File: src/rtl/fetch_pkg.sv
// fetch_pkg: shared types and constants for the instruction-fetch stage
package fetch_pkg;
  localparam logic [31:0] NOP_INSTR = 32'h0000_0013;
  typedef struct packed {
    logic [31:0] pc;
    logic [31:0] instr;
  } fetch_entry_t;
  typedef enum logic {BOOT = 1'b0, RUN = 1'b1} fetch_state_e;
endpackage

File: src/rtl/fetch_fifo.sv
// fetch_fifo: synchronous FIFO with flush, simultaneous push/pop at any occupancy
// ports: clk_i, rst_ni (async active-low), flush_i, push_i/data_i, pop_i/data_o (head), count_o
module fetch_fifo #(
  parameter int WIDTH = 32,
  parameter int DEPTH = 2
) (
  input  logic                     clk_i,
  input  logic                     rst_ni,
  input  logic                     flush_i,
  input  logic                     push_i,
  input  logic [WIDTH-1:0]         data_i,
  input  logic                     pop_i,
  output logic [WIDTH-1:0]         data_o,
  output logic [$clog2(DEPTH):0]   count_o
);
  localparam int AW = $clog2(DEPTH);
  localparam logic [AW:0] FULL = (AW+1)'(DEPTH);
  logic [WIDTH-1:0] r_mem [DEPTH];
  logic [AW-1:0]    r_wr;
  logic [AW-1:0]    r_rd;
  logic [AW:0]      r_cnt;
  logic             w_push;
  logic             w_pop;
  assign w_pop   = pop_i & (r_cnt != '0);
  // a full FIFO still accepts a push when the head leaves in the same cycle
  assign w_push  = push_i & ((r_cnt != FULL) | w_pop);
  assign data_o  = r_mem[r_rd];
  assign count_o = r_cnt;
  always_ff @(posedge clk_i or negedge rst_ni) begin
    if (!rst_ni) begin
      r_wr  <= '0;
      r_rd  <= '0;
      r_cnt <= '0;
    end else if (flush_i) begin
      r_wr  <= '0;
      r_rd  <= '0;
      r_cnt <= '0;
    end else begin
      if (w_push) r_wr <= r_wr + AW'(1);
      if (w_pop) r_rd <= r_rd + AW'(1);
      r_cnt <= r_cnt + (AW+1)'(w_push) - (AW+1)'(w_pop);
    end
  end
  always_ff @(posedge clk_i) begin
    if (w_push && !flush_i) r_mem[r_wr] <= data_i;
  end
endmodule

File: src/rtl/fetch_stage.sv
// fetch_stage: owns the PC, issues in-order imem requests, buffers {pc,instr} for decode
// ports: imem_req_* request handshake, imem_rsp_* in-order responses, redirect_* flush/restart,
//        id_* decode handshake with instruction, its pc and pc+4
module fetch_stage
  import fetch_pkg::*;
#(
  parameter logic [31:0] RESET_PC = 32'h0000_0000,
  parameter int          DEPTH    = 2
) (
  input  logic        clk_i,
  input  logic        rst_ni,
  output logic        imem_req_valid_o,
  input  logic        imem_req_ready_i,
  output logic [31:0] imem_req_addr_o,
  input  logic        imem_rsp_valid_i,
  input  logic [31:0] imem_rsp_data_i,
  input  logic        redirect_i,
  input  logic [31:0] redirect_pc_i,
  output logic        id_valid_o,
  input  logic        id_ready_i,
  output logic [31:0] id_instr_o,
  output logic [31:0] id_pc_o,
  output logic [31:0] id_pc4_o
);
  localparam int CW = $clog2(DEPTH) + 1;
  fetch_state_e r_state;
  logic [31:0]  r_pc;
  logic [CW-1:0] r_drop;
  logic [CW-1:0] w_inflight;
  logic [CW-1:0] w_count;
  logic [31:0]  w_rsp_pc;
  fetch_entry_t w_head;
  fetch_entry_t w_entry;
  logic         w_req_fire;
  logic         w_keep;
  logic         w_pop;
  // credit rule: every outstanding request already owns a buffer slot
  assign imem_req_valid_o = (r_state == RUN) & ~redirect_i &
                            (({1'b0, w_inflight} + {1'b0, w_count}) < (CW+1)'(DEPTH));
  assign imem_req_addr_o  = r_pc;
  assign w_req_fire       = imem_req_valid_o & imem_req_ready_i;
  assign w_keep           = imem_rsp_valid_i & ~redirect_i & (r_drop == '0);
  assign w_entry          = '{pc: w_rsp_pc, instr: imem_rsp_data_i};
  assign id_valid_o       = w_count != '0;
  assign w_pop            = id_valid_o & id_ready_i;
  assign id_instr_o       = id_valid_o ? w_head.instr : NOP_INSTR;
  assign id_pc_o          = id_valid_o ? w_head.pc : 32'h0;
  assign id_pc4_o         = id_pc_o + 32'd4;
  always_ff @(posedge clk_i or negedge rst_ni) begin
    if (!rst_ni) begin
      r_state <= BOOT;
      r_pc    <= RESET_PC;
      r_drop  <= '0;
    end else begin
      r_state <= RUN;
      if (redirect_i) begin
        r_pc   <= redirect_pc_i & ~32'h3;
        // everything still outstanding after this cycle's response is stale
        r_drop <= w_inflight - CW'(imem_rsp_valid_i);
      end else begin
        if (w_req_fire) r_pc <= r_pc + 32'd4;
        if (imem_rsp_valid_i && r_drop != '0) r_drop <= r_drop - CW'(1);
      end
    end
  end
  fetch_fifo #(.WIDTH(32), .DEPTH(DEPTH)) u_pcq (
    .clk_i   (clk_i),
    .rst_ni  (rst_ni),
    .flush_i (1'b0),
    .push_i  (w_req_fire),
    .data_i  (r_pc),
    .pop_i   (imem_rsp_valid_i),
    .data_o  (w_rsp_pc),
    .count_o (w_inflight)
  );
  fetch_fifo #(.WIDTH($bits(fetch_entry_t)), .DEPTH(DEPTH)) u_ibuf (
    .clk_i   (clk_i),
    .rst_ni  (rst_ni),
    .flush_i (redirect_i),
    .push_i  (w_keep),
    .data_i  (w_entry),
    .pop_i   (w_pop),
    .data_o  (w_head),
    .count_o (w_count)
  );
endmodule

File: config.mk
export PLATFORM = sky130hd
export DESIGN_NAME = fetch_stage
export DESIGN_NICKNAME = d
export VERILOG_FILES = /design/src/rtl/fetch_pkg.sv /design/src/rtl/fetch_fifo.sv /design/src/rtl/fetch_stage.sv
export SDC_FILE = /design/constraint.sdc
export NUM_CORES = 1
export LEC_CHECK = 0
export ABC_AREA = 1
export CAP_MARGIN = 20
export CORE_ASPECT_RATIO = 0.75
export CORE_MARGIN = 4
export CORE_UTILIZATION = 58
export CTS_CLUSTER_DIAMETER = 200
export DETAILED_ROUTE_END_ITERATION = 16
export DONT_BUFFER_PORTS = 1
export GPL_TIMING_DRIVEN = 1
export PLACE_DENSITY = 0.76
export SETUP_SLACK_MARGIN = 0.2
export SLEW_MARGIN = 20
export SYNTH_ARGS = -nofsm -noshare
export SYNTH_HDL_FRONTEND = slang
export SYNTH_SLANG_ARGS = --single-unit
File: constraint.sdc
create_clock -name clk_i -period 4.03 [get_ports clk_i]
set_input_delay 0.806 -clock clk_i [delete_from_list [all_inputs] [get_ports clk_i]]
set_output_delay 0.806 -clock clk_i [all_outputs]
set_load 0.03 [all_outputs]
==> impl_metrics.env <==
export IMPL_status="complete, no violations"
export IMPL_syn2layout_area_growth_pct=12.9
export IMPL_setup_worst_path_end_class="primary output"
export IMPL_clock_root_buffer="clkbuf_16"
export IMPL_slew_headroom_pct=34.3
export IMPL_path_clk_slew_ns=0.07
export IMPL_tns_ns=0
export IMPL_ys_seq_area_share_pct=61.5
export IMPL_final_common_cell="nand2_1"
export IMPL_fin_worst_skew_ns=0.0195
export IMPL_initial_core_util_pct=59.8
export IMPL_hold_viol_final=0
export IMPL_startpoint_type="flip-flop"
export IMPL_fillers=1370
export IMPL_finalCritPeriodShare_pct=87.9
export IMPL_dpl_hpwl_um=16700
export IMPL_die_height_um=125
export IMPL_antenna_left=0
export IMPL_antenna_found_initial=0
export IMPL_final_util_pct=67.5
export IMPL_grt_max_degree=64
export IMPL_hp_class="input port to async pin"
export IMPL_ys_flop_type="edfxtp_1"
export IMPL_io_pins=200
export IMPL_clock_sinks=225
export IMPL_die_x_um=165
export IMPL_period_minus_slack_ns=3.54
export IMPL_clock_latency_ns=0.50
export IMPL_clockBufferDepth=3
export IMPL_synth_edf_count=184
export IMPL_netlist_area_sq_um=10700
export IMPL_setup_ws_ns=0.488
export IMPL_cts_tree="done"
export IMPL_synthArstFlopShare_pct=18.2
export IMPL_grt_pass1_vias=7364
export IMPL_firstDrtPassIters=5
export IMPL_yosys_warnings=0
export IMPL_fmax_mhz=282
export IMPL_critical_path_class="flip-flop to primary output"
export IMPL_final_cell_mix="nand2_1, edfxtp_1, nor2_1"
export IMPL_overflow=0
export IMPL_post_synth_cell_area_avg_sq_um=9.49
export IMPL_p_per_area_nw_per_um2=696
export IMPL_track_usage_pct=23.6
export IMPL_syn_inst=1123
export IMPL_via_per_inst=5.41
export IMPL_design_area_sq_um=12000
export IMPL_ys_ff_latch=225
export IMPL_num_vias=7697
export IMPL_wirelength_um=24700
export IMPL_final_layout_size_suffix_gt1_share_pct=11.2
export IMPL_antennaDiodeCount=0
export IMPL_drc_errors=0
export IMPL_regArea_sq_um=6550
export IMPL_grt_pass1_wl_um=38700
export IMPL_fin_nets=1243
export IMPL_place_area_sq_um=11300
export IMPL_tightest_slew_ns=0.984
export IMPL_cts_inserted_buffers=22
export IMPL_dp_slack_ns=0.537
export IMPL_report_final_slew_viol_count=0
export IMPL_setup_violations=0
export IMPL_drt_initial_drc_count=607
export IMPL_wl_per_cell_um=17.4
export IMPL_fp_coreArea_sq_um=17800
export IMPL_cp_data_required_time_ns=3.22
export IMPL_ir_drop_uv=433
export IMPL_power_leakage_uw=0.00497
export IMPL_row_count=42
export IMPL_multi_input_area_sq_um=3580
export IMPL_maxCapViolCount=0
export IMPL_cts_max_level=1
export IMPL_arrival_ns=2.74
export IMPL_portBuffers=0
export IMPL_cts_setup_buffers=0
export IMPL_gp_congestion=0.896
export IMPL_synth_cell_type_count=34
export IMPL_rsz0062_at_grt="no"
export IMPL_die_area_sq_um=20600
export IMPL_critPathMaxFanout=51
export IMPL_fin_worst_hold_slack_ns=0.149
-- registers in the layout (all words and copies together), names as in the netlist --
signal,count
u_ibuf.r_mem,124
u_pcq.r_mem,60
imem_req_addr_o,30
r_drop,2
u_ibuf.count_o,2
u_pcq.count_o,2
r_state,1
u_ibuf.r_rd,1
u_ibuf.r_wr,1
u_pcq.r_rd,1
u_pcq.r_wr,1
-- layer usage --
layer,share of wire (%),GRT usage [%]
met5,0,0
met2,45,36.0
met4,1.9,5.48
met1,43,34.7
met3,9.6,5.69
-- final cells by class --
type / instances / share of cell area (%)
clock buffer: 28 / 4.94
clock inverter: 12 / 1.09
inverter: 87 / 2.80
multi-input combinational: 773 / 29.8
sequential: 225 / 54.5
tap: 242 / 2.52
timing repair buffer: 55 / 4.39
-- metrics by stage --
| stage | power [uW] | cells |
|---|---|---|
| after detailed placement | 6290 | 1381 |
| after floorplan | 5440 | 1128 |
| after CTS | 8380 | 1422 |
| final | 8370 | 1422 |
| after global routing | 8800 | 1422 |
| after global placement | 6230 | 1381 |
-- Yosys cell counts, drive strengths merged, types with 3 or more instances --
cell type	instances	area share (%)
o211ai	8	0.56
inv	86	3.0
a21oi	31	1.5
nor3	4	0.19
dfrtp	41	9.6
nand3	81	4.1
buf	30	1.8
nor2	110	4.7
a31oi	3	0.18
edfxtp	184	52
ha	8	0.94
xor2	26	2.1
xnor2	8	0.66
nand2	453	16
o21bai	9	0.63
clkbuf	13	0.46
o21ai	18	0.85
-- timing repair --
| action | in CTS | in global routing |
|---|---|---|
| endpoints found under the hold margin | 41 | 0 |
| hold buffers | 1 | 0 |
| endpoints found under the setup margin | 13 | 17 |
| cloned | 0 | 0 |
| gates resized for setup | 2 | 6 |
-- power breakdown --
group / switching, uW / internal [uW] / total (uW)
logic: 2230 / 787 / 3020
clock network: 826 / 1230 / 2060
registers: 397 / 2890 / 3290
total: 3460 / 4910 / 8370
-- kinds of logic (layout without fill, tap and decap cells) --
| group | count (synthesis) | in the layout | share of synthesized area [%] |
|---|---|---|---|
| buffers and inverters | 130 | 182 | 5.30 |
| other | 2 | 7 | 0.0705 |
| AO/OA/AOI/OAI | 72 | 72 | 3.91 |
| adder cells (fa/ha/maj) | 9 | 9 | 1.13 |
| XOR/XNOR | 34 | 34 | 2.79 |
| AND/OR/NAND/NOR | 651 | 651 | 25.3 |
| flip-flops | 225 | 225 | 61.5 |
-- critical path, cell delays in order, from the launching register on --
cell     delay [ns]
dfrtp_2        0.46
inv_4          0.14
buf_6          0.36
nand2_1        0.09
nand2_1        0.15
nand3_1        0.14
nor2_2         0.23
nand2_1        0.08
nor2_1         0.21
nand3_1        0.12
nand2_1        0.13
buf_12         0.13
-- final timing paths --
| check | startpoint | endpoint | slack [ns] | cells after the start |
|---|---|---|---|---|
| worst min register to register | u_pcq.r_mem[0][23]$_DFFE_PP_ | u_ibuf.r_mem[1][55]$_DFFE_PP_ | 0.53 | 2 |
| max in group asynchronous | rst_ni | u_ibuf.r_rd$_DFFE_PN0P_ | 3.66 | 1 |
| worst max register to register | u_ibuf.count_o[0]$_DFF_PN0_ | u_pcq.r_mem[1][21]$_DFFE_PP_ | 1.13 | 9 |
| min in group clk_i | redirect_i | u_ibuf.count_o[0]$_DFF_PN0_ | 0.37 | 1 |
| worst max-delay path | u_ibuf.r_rd$_DFFE_PN0P_ | id_pc4_o[30] | 0.49 | 11 |
| worst min-delay path | rst_ni | imem_req_addr_o[14]$_DFFE_PN0P_ | 0.15 | 1 |
Power figures use the tool's default switching activity.
==> variant 1: new RTL, config.mk and constraints unchanged <==
`DEPTH` is set to 2 in 2 places; all go to 4.
--- a/src/rtl/fetch_fifo.sv
+++ b/src/rtl/fetch_fifo.sv
@@ -2,7 +2,7 @@
 // ports: clk_i, rst_ni (async active-low), flush_i, push_i/data_i, pop_i/data_o (head), count_o
 module fetch_fifo #(
   parameter int WIDTH = 32,
-  parameter int DEPTH = 2
+  parameter int DEPTH = 4
 ) (
   input  logic                     clk_i,
   input  logic                     rst_ni,
--- a/src/rtl/fetch_stage.sv
+++ b/src/rtl/fetch_stage.sv
@@ -5,7 +5,7 @@
   import fetch_pkg::*;
 #(
   parameter logic [31:0] RESET_PC = 32'h0000_0000,
-  parameter int          DEPTH    = 2
+  parameter int          DEPTH    = 4
 ) (
   input  logic        clk_i,
   input  logic        rst_ni,
Behaviour: not the same (a bounded check fails within 4 cycles, from zero or initial values and one cycle with rst_ni low).
==> variant 1 against the unedited design <==
Sequential cell count up 191. Final area up 80%. Critical path depth unchanged. Final cell count up 64%. Routed wire length up 80%. Worst setup slack worse by 0.16 ns. Synthesized area up 77%. Power up 93%. Fmax down 4.4%. First-iteration DRC count up 99%. Die area up 72%. Sequential share of layout area up 2.1 points. Register-to-register slack worse by 0.35 ns. Clock power up 82%. Largest cell class unchanged.
==> variant 1: results (changes against the unedited design) <==
Detailed routing
  – DRT Wirelength: 44500 µm (+80%)
  – Vias: 13100 (+70%)
  – Routed WL per cell: 19.1 µm (+10%)
  – 1st-pass router iterations: 5 (unchanged)
  – Initial DRC count: 1207 (+99%)

Clock tree
  – Clock transition at the registers of the reported paths: 0.06 ns
  – CTS buffer count: 40 (+82%)
  – Root Driver: clkbuf_16
  – Clk buf depth: 3 (unchanged)
  – Worst-Skew Late Latency: 0.53 ns (+0.03 ns)
  – Htree depth: 2 (+1)

GRT
  – Global-route wire length before repair: 68100 µm (+76%)
  – Largest net degree at the start of global routing: 63 (-1.6%)
  – Initial antenna violation count: 0 (unchanged)
  – Gr usage total: 24.4% (+0.80 points)

STA
  – Slew @ Worst Pin: 0.948 ns (-0.0358 ns)
  – Clock skew: 0.0120 ns (-0.00750 ns)
  – Slew Limit Fails: 0 (unchanged)

Outcome
  – Status: complete, no violations

Final layout
  – Layout Nets: 1954 (+57%)
  – Max FFs per register: 248 (+100%)
  – Share of cells above drive strength 1: 15.5% (+4.3 points)
  – Top reg by flops: u_ibuf.r_mem
  – N_diodes: 0 (unchanged)

Worst hold path
  – Worst hold path type: primary input to asynchronous set/reset pin

Placed design
  – Placement Setup Slack: 0.560 ns (+0.0225 ns)
  – I/O Buffers: 0 (unchanged)
  – Placed cells: 2240 (+62%)
  – Final HPWL DP: 28300 µm (+69%)
  – Placer Congestion: 0.950 (+6.0%)

Setup path
  – Worst Path Max Fanout: 14 (-73%)
  – Worst path arrival time: 2.90 ns (+0.16 ns)

Logic synthesis
  – Ys async rst share: 11.5% (-6.7 points)
  – Commonest cells post-synth: nand2_1, edfxtp_1, nor2_1
  – Main area contributors after synthesis: edfxtp_1, nand2_1, dfrtp_1
  – Yosys cell types: 45 (+32%)
  – Most common flop cell mapped by yosys: edfxtp_1
  – Seq/Total Area, Yosys: 65.1% (+3.6 points)
  – Syn_area_per_cell: 10.6 µm² (+12%)
  – Yosys synthesis warning count: 0 (unchanged)
  – Post-synth EDFFs: 368 (+100%)

Power and ir drop
  – P_leak: 0.00816 µW (+64%)
  – Worst VDD drop: 0.000465 V (+7.3%)
==> variant 1: cell types whose count changed after synthesis, moves of 30 or more <==
cell      delta
nand2_1     -72
nand3_1     +37
nor2_1     +192
o21ai_0    +117
o22ai_1     +30
edfxtp_1   +184
==> variant 1: what timing repair did <==
item / CTS / global route
gates resized for setup: 11 / 21
setup buffers: 0 / 12
setup endpoints to repair: 19 / 24
endpoints found under the hold margin: 48 / 0
cloned: 0 / 2
hold buffers: 1 / 0
pin swaps: 1 / 5
==> variant 1: logic make-up after synthesis <==
kind of cell	share of synthesized area, %
adders and majority gates	1.54
buffers and inverters	4.84
and+or+nand+nor	20.2
DFF	65.1
AOI/OAI and AO/OA	6.32
xor gates and xnor gates	1.91
other	0.0399
==> variant 1: worst max-delay path, cell delays in order (launching register included) <==
cell and delay (ns):
dfrtp_4 0.49, clkbuf_4 0.21, clkbuf_16 0.19, nand2_1 0.07
nand3_1 0.15, a21oi_4 0.24, ha_4 0.19, nand3_4 0.13
nor2_4 0.22, buf_4 0.14, xor2_1 0.16, buf_4 0.18
==> variant 1: report_power, final <==
part / internal, µW / leakage [µW] / switching, µW
Clock: 2210 / 0.000639 / 1540
Sequential: 5270 / 0.00390 / 418
Combinational: 2130 / 0.00363 / 4560
==> variant 1: final cells by class <==
cell class	instances	area, µm²
flip-flops and latches	416	12300
fillers	2219	9940
multi-input cells	1159	5760
repair buffers	127	1300
clock buffers	47	1060
well taps	435	544
inverters	117	457
clock inverters	26	270
repair inverters	1	8.76
==> variant 1: worst paths after layout <==
check	start	cells after the start	to	slack (ns)
worst max-delay path	u_ibuf.r_rd[0]$_DFFE_PN0P_	11	id_pc4_o[8]	0.33
worst min-delay path	rst_ni	1	u_ibuf.r_wr[1]$_DFFE_PN0P_	0.12
worst max register to register	u_pcq.count_o[2]$_DFF_PN0_	8	u_pcq.r_mem[1][30]$_DFFE_PP_	0.78
worst min register to register	u_ibuf.r_wr[0]$_DFFE_PN0P_	1	u_ibuf.r_wr[0]$_DFFE_PN0P_	0.53
max in group asynchronous	rst_ni	1	u_ibuf.r_rd[0]$_DFFE_PN0P_	3.64
min in group clk_i	redirect_i	1	u_ibuf.count_o[1]$_DFF_PN0_	0.34
==> variant 1: layer usage <==
metal / track usage, % / wire (µm)
met1: 35.0 / 18700
met2: 40.0 / 20800
met3: 4.18 / 4370
met4: 5.26 / 588
met5: 0 / 0
==> variant 1: metrics by stage <==
| step | TNS [ns] | cell area [µm²] |
|---|---|---|
| floorplan | -69.57 | 18800 |
| CTS | 0 | 21400 |
| detailed placement | 0 | 20000 |
| global route | 0 | 21700 |
| finish | 0 | 21700 |
| global placement | 0 | 20000 |
==> variant 2: new RTL, same settings <==
Without the edit above. Reset style: synchronous (`rst_ni`), changed in 2 clocked blocks. Comments in the files are not updated.
--- a/src/rtl/fetch_fifo.sv
+++ b/src/rtl/fetch_fifo.sv
@@ -26,7 +26,7 @@
   assign w_push  = push_i & ((r_cnt != FULL) | w_pop);
   assign data_o  = r_mem[r_rd];
   assign count_o = r_cnt;
-  always_ff @(posedge clk_i or negedge rst_ni) begin
+  always_ff @(posedge clk_i) begin
     if (!rst_ni) begin
       r_wr  <= '0;
       r_rd  <= '0;
--- a/src/rtl/fetch_stage.sv
+++ b/src/rtl/fetch_stage.sv
@@ -46,7 +46,7 @@
   assign id_instr_o       = id_valid_o ? w_head.instr : NOP_INSTR;
   assign id_pc_o          = id_valid_o ? w_head.pc : 32'h0;
   assign id_pc4_o         = id_pc_o + 32'd4;
-  always_ff @(posedge clk_i or negedge rst_ni) begin
+  always_ff @(posedge clk_i) begin
     if (!rst_ni) begin
       r_state <= BOOT;
       r_pc    <= RESET_PC;
Behaviour: differs if rst_ni is asserted again (counterexample within 4 cycles, from zero or initial values and one cycle with rst_ni low); with rst_ni held inactive, the same outputs for 4 cycles.
==> variant 2 against the unedited design <==
Routed wire length increased by 0.77%. First-iteration DRC count increased by 18%. Sequential cell count increased by 2. Synthesized area increased by 2.5%. Worst setup slack got worse by 0.074 ns. Clock skew decreased by 0.0040 ns. Non-clock buffer count decreased by 28. Final area decreased by 0.44%. Fmax decreased by 2.0%.
Power is not compared: it rests on default switching activity, and its combinational part moved more than twofold at a synthesized area within 25%.
==> variant 2: results (changes against the unedited design) <==
GRT
  – Gr usage total: 22.9% (-0.70 points)
  – Vias in the first global route: 7326 (-0.52%)

Logic synthesis
  – Ys async rst share: 0% (-18 points)
  – Yosys cell types: 41 (+21%)
  – Syn_area_per_cell: 9.34 µm² (-1.6%)
  – Synth Area in Compound Gates: 4.12% (+0.21 points)
  – Mux contribution to synthesized area: 3.09% (+3.1 points)
  – Seq/Total Area, Yosys: 58.5% (-3.0 points)
  – Commonest cells post-synth: nand2_1, edfxtp_1, nor2_1
  – Main area contributors after synthesis: edfxtp_1, nand2_1, dfxtp_1
  – Synth Area in XOR/XNOR: 1.52% (-1.3 points)
  – Synth Area in Adders: 1.10% (-0.028 points)

Final layout
  – Fill cell count: 1495 (+9.1%)
  – Layout Nets: 1262 (+1.5%)
  – Share of cells above drive strength 1: 14.0% (+2.8 points)
  – Final Instance Count excl. Fillers: 1446 (+1.7%)

Setup path
  – Critical Path End: id_pc4_o[16]
  – R2R depth: 11 (+2)
  – FF-to-FF setup slack: 1.36 ns (+0.23 ns)
  – Crit start category: register
  – R2r startpoint: u_ibuf.count_o[0]$_SDFF_PP0_
  – Worst path arrival time: 2.81 ns (+0.07 ns)
  – Worst Path Max Fanout: 28 (-45%)
  – Critical R2R Capture: imem_req_addr_o[28]$_SDFFE_PN0P_

Detailed routing
  – 1st-pass router iterations: 6 (+1)
  – Initial DRC count: 715 (+18%)
  – Routed WL per cell: 17.2 µm (-0.90%)
  – Vias: 7858 (+2.1%)

Placed design
  – Final HPWL DP: 17200 µm (+2.9%)
  – Placer Congestion: 0.925 (+3.1%)

Worst hold path
  – Worst hold path type: primary input to register

Power and ir drop
  – P_leak: 0.00453 µW

STA
  – Slew @ Worst Pin: 0.869 ns (-0.115 ns)

Clock tree
  – Worst-Skew Late Latency: 0.50 ns (about the same)
  – CTS buffer count: 23 (+4.5%)
  – Htree depth: 1 (unchanged)

Outcome
  – Status: complete, no violations
-- variant 2: changes by cell type in the layout (fill, tap and decap cells not counted), sizes merged, moves of 5 or more --
cell	delta
a21oi	+23
buf	-28
dfrtp	-41
dfxtp	+43
inv	+9
mux2	+30
nand2	-58
nand4	+11
nor2	+43
o21ai	-5
o21bai	-9
xnor2	-6
xor2	-9
-- variant 2: cell type report --
| class | count | share of cell area (%) |
|---|---|---|
| well taps | 247 | 2.58 |
| repair buffers | 27 | 1.75 |
| clock buffers | 27 | 4.93 |
| inverters | 99 | 3.31 |
| multi-input cells | 805 | 32.8 |
| flip-flops and latches | 227 | 53.3 |
| clock inverters | 14 | 1.24 |
-- variant 2: worst min path at each step --
| stage | to | cells after the start | slack [ns] | from |
|---|---|---|---|---|
| 3_5_place_dp | register | 1 | 0.44 | u_pcq.r_rd$_SDFFE_PN0P_ |
| 3_3_place_gp | u_pcq.r_rd$_SDFFE_PN0P_ | 1 | 0.44 | u_pcq.r_rd$_SDFFE_PN0P_ |
| 2_1_floorplan | register | 1 | 0.43 | u_pcq.r_rd$_SDFFE_PN0P_ |
| 6_report | r_state$_DFF_P_ | 0 | 0.33 | rst_ni |
| 4_1_cts | r_state$_DFF_P_ | 0 | 0.32 | rst_ni |
| 5_1_grt | r_state$_DFF_P_ | 0 | 0.31 | rst_ni |
-- variant 2: timing repair --
item	CTS	global route
gates resized for setup	4	7
endpoints found under the setup margin	12	19
gates cloned	0	0
hold buffers	0	0
pin swaps	1	1
-- variant 2: logic make-up after synthesis --
| group | count (synthesis) |
|---|---|
| fa+ha+maj | 9 |
| compound gates | 83 |
| xor+xnor | 19 |
| buf+inv | 143 |
| other cells | 1 |
| mux | 30 |
| simple gates | 658 |
| flops | 227 |
-- variant 2: power groups by stage --
stage | clock [µW] | combinational, µW | sequential (µW)
floorplan | 0 | 558 | 2860
global placement | 0 | 675 | 2890
detailed placement | 0 | 694 | 2890
CTS | 2110 | 701 | 2840
global route | 2220 | 768 | 2860
finish | 2080 | 703 | 2850
-- variant 2: critical path, cell delays in order, from the launching register on --
cell and delay [ns]:
dfxtp_4 0.44, clkinv_8 0.16, o21ai_4 0.41, clkinvlp_4 0.34
ha_2 0.31, nand2_4 0.15, nor2_2 0.08, nand2_1 0.08
xor2_1 0.15, buf_4 0.18
-- variant 2: routing by layer --
metal / global-route usage (%) / share of wire [%]
met5: 0 / 0
met4: 5.29 / 2.0
met3: 5.55 / 9.8
met2: 35.1 / 44
met1: 33.4 / 44
-- variant 2: per-stage QoR --
step           hold WS, ns  area (µm²)  setup slack [ns]
2_1_floorplan        0.426       10900             0.698
3_3_place_gp         0.436       11200             0.542
3_5_place_dp         0.444       11200             0.476
4_1_cts              0.318       12000             0.248
5_1_grt              0.313       12000             0.240
6_report             0.328       12000             0.413
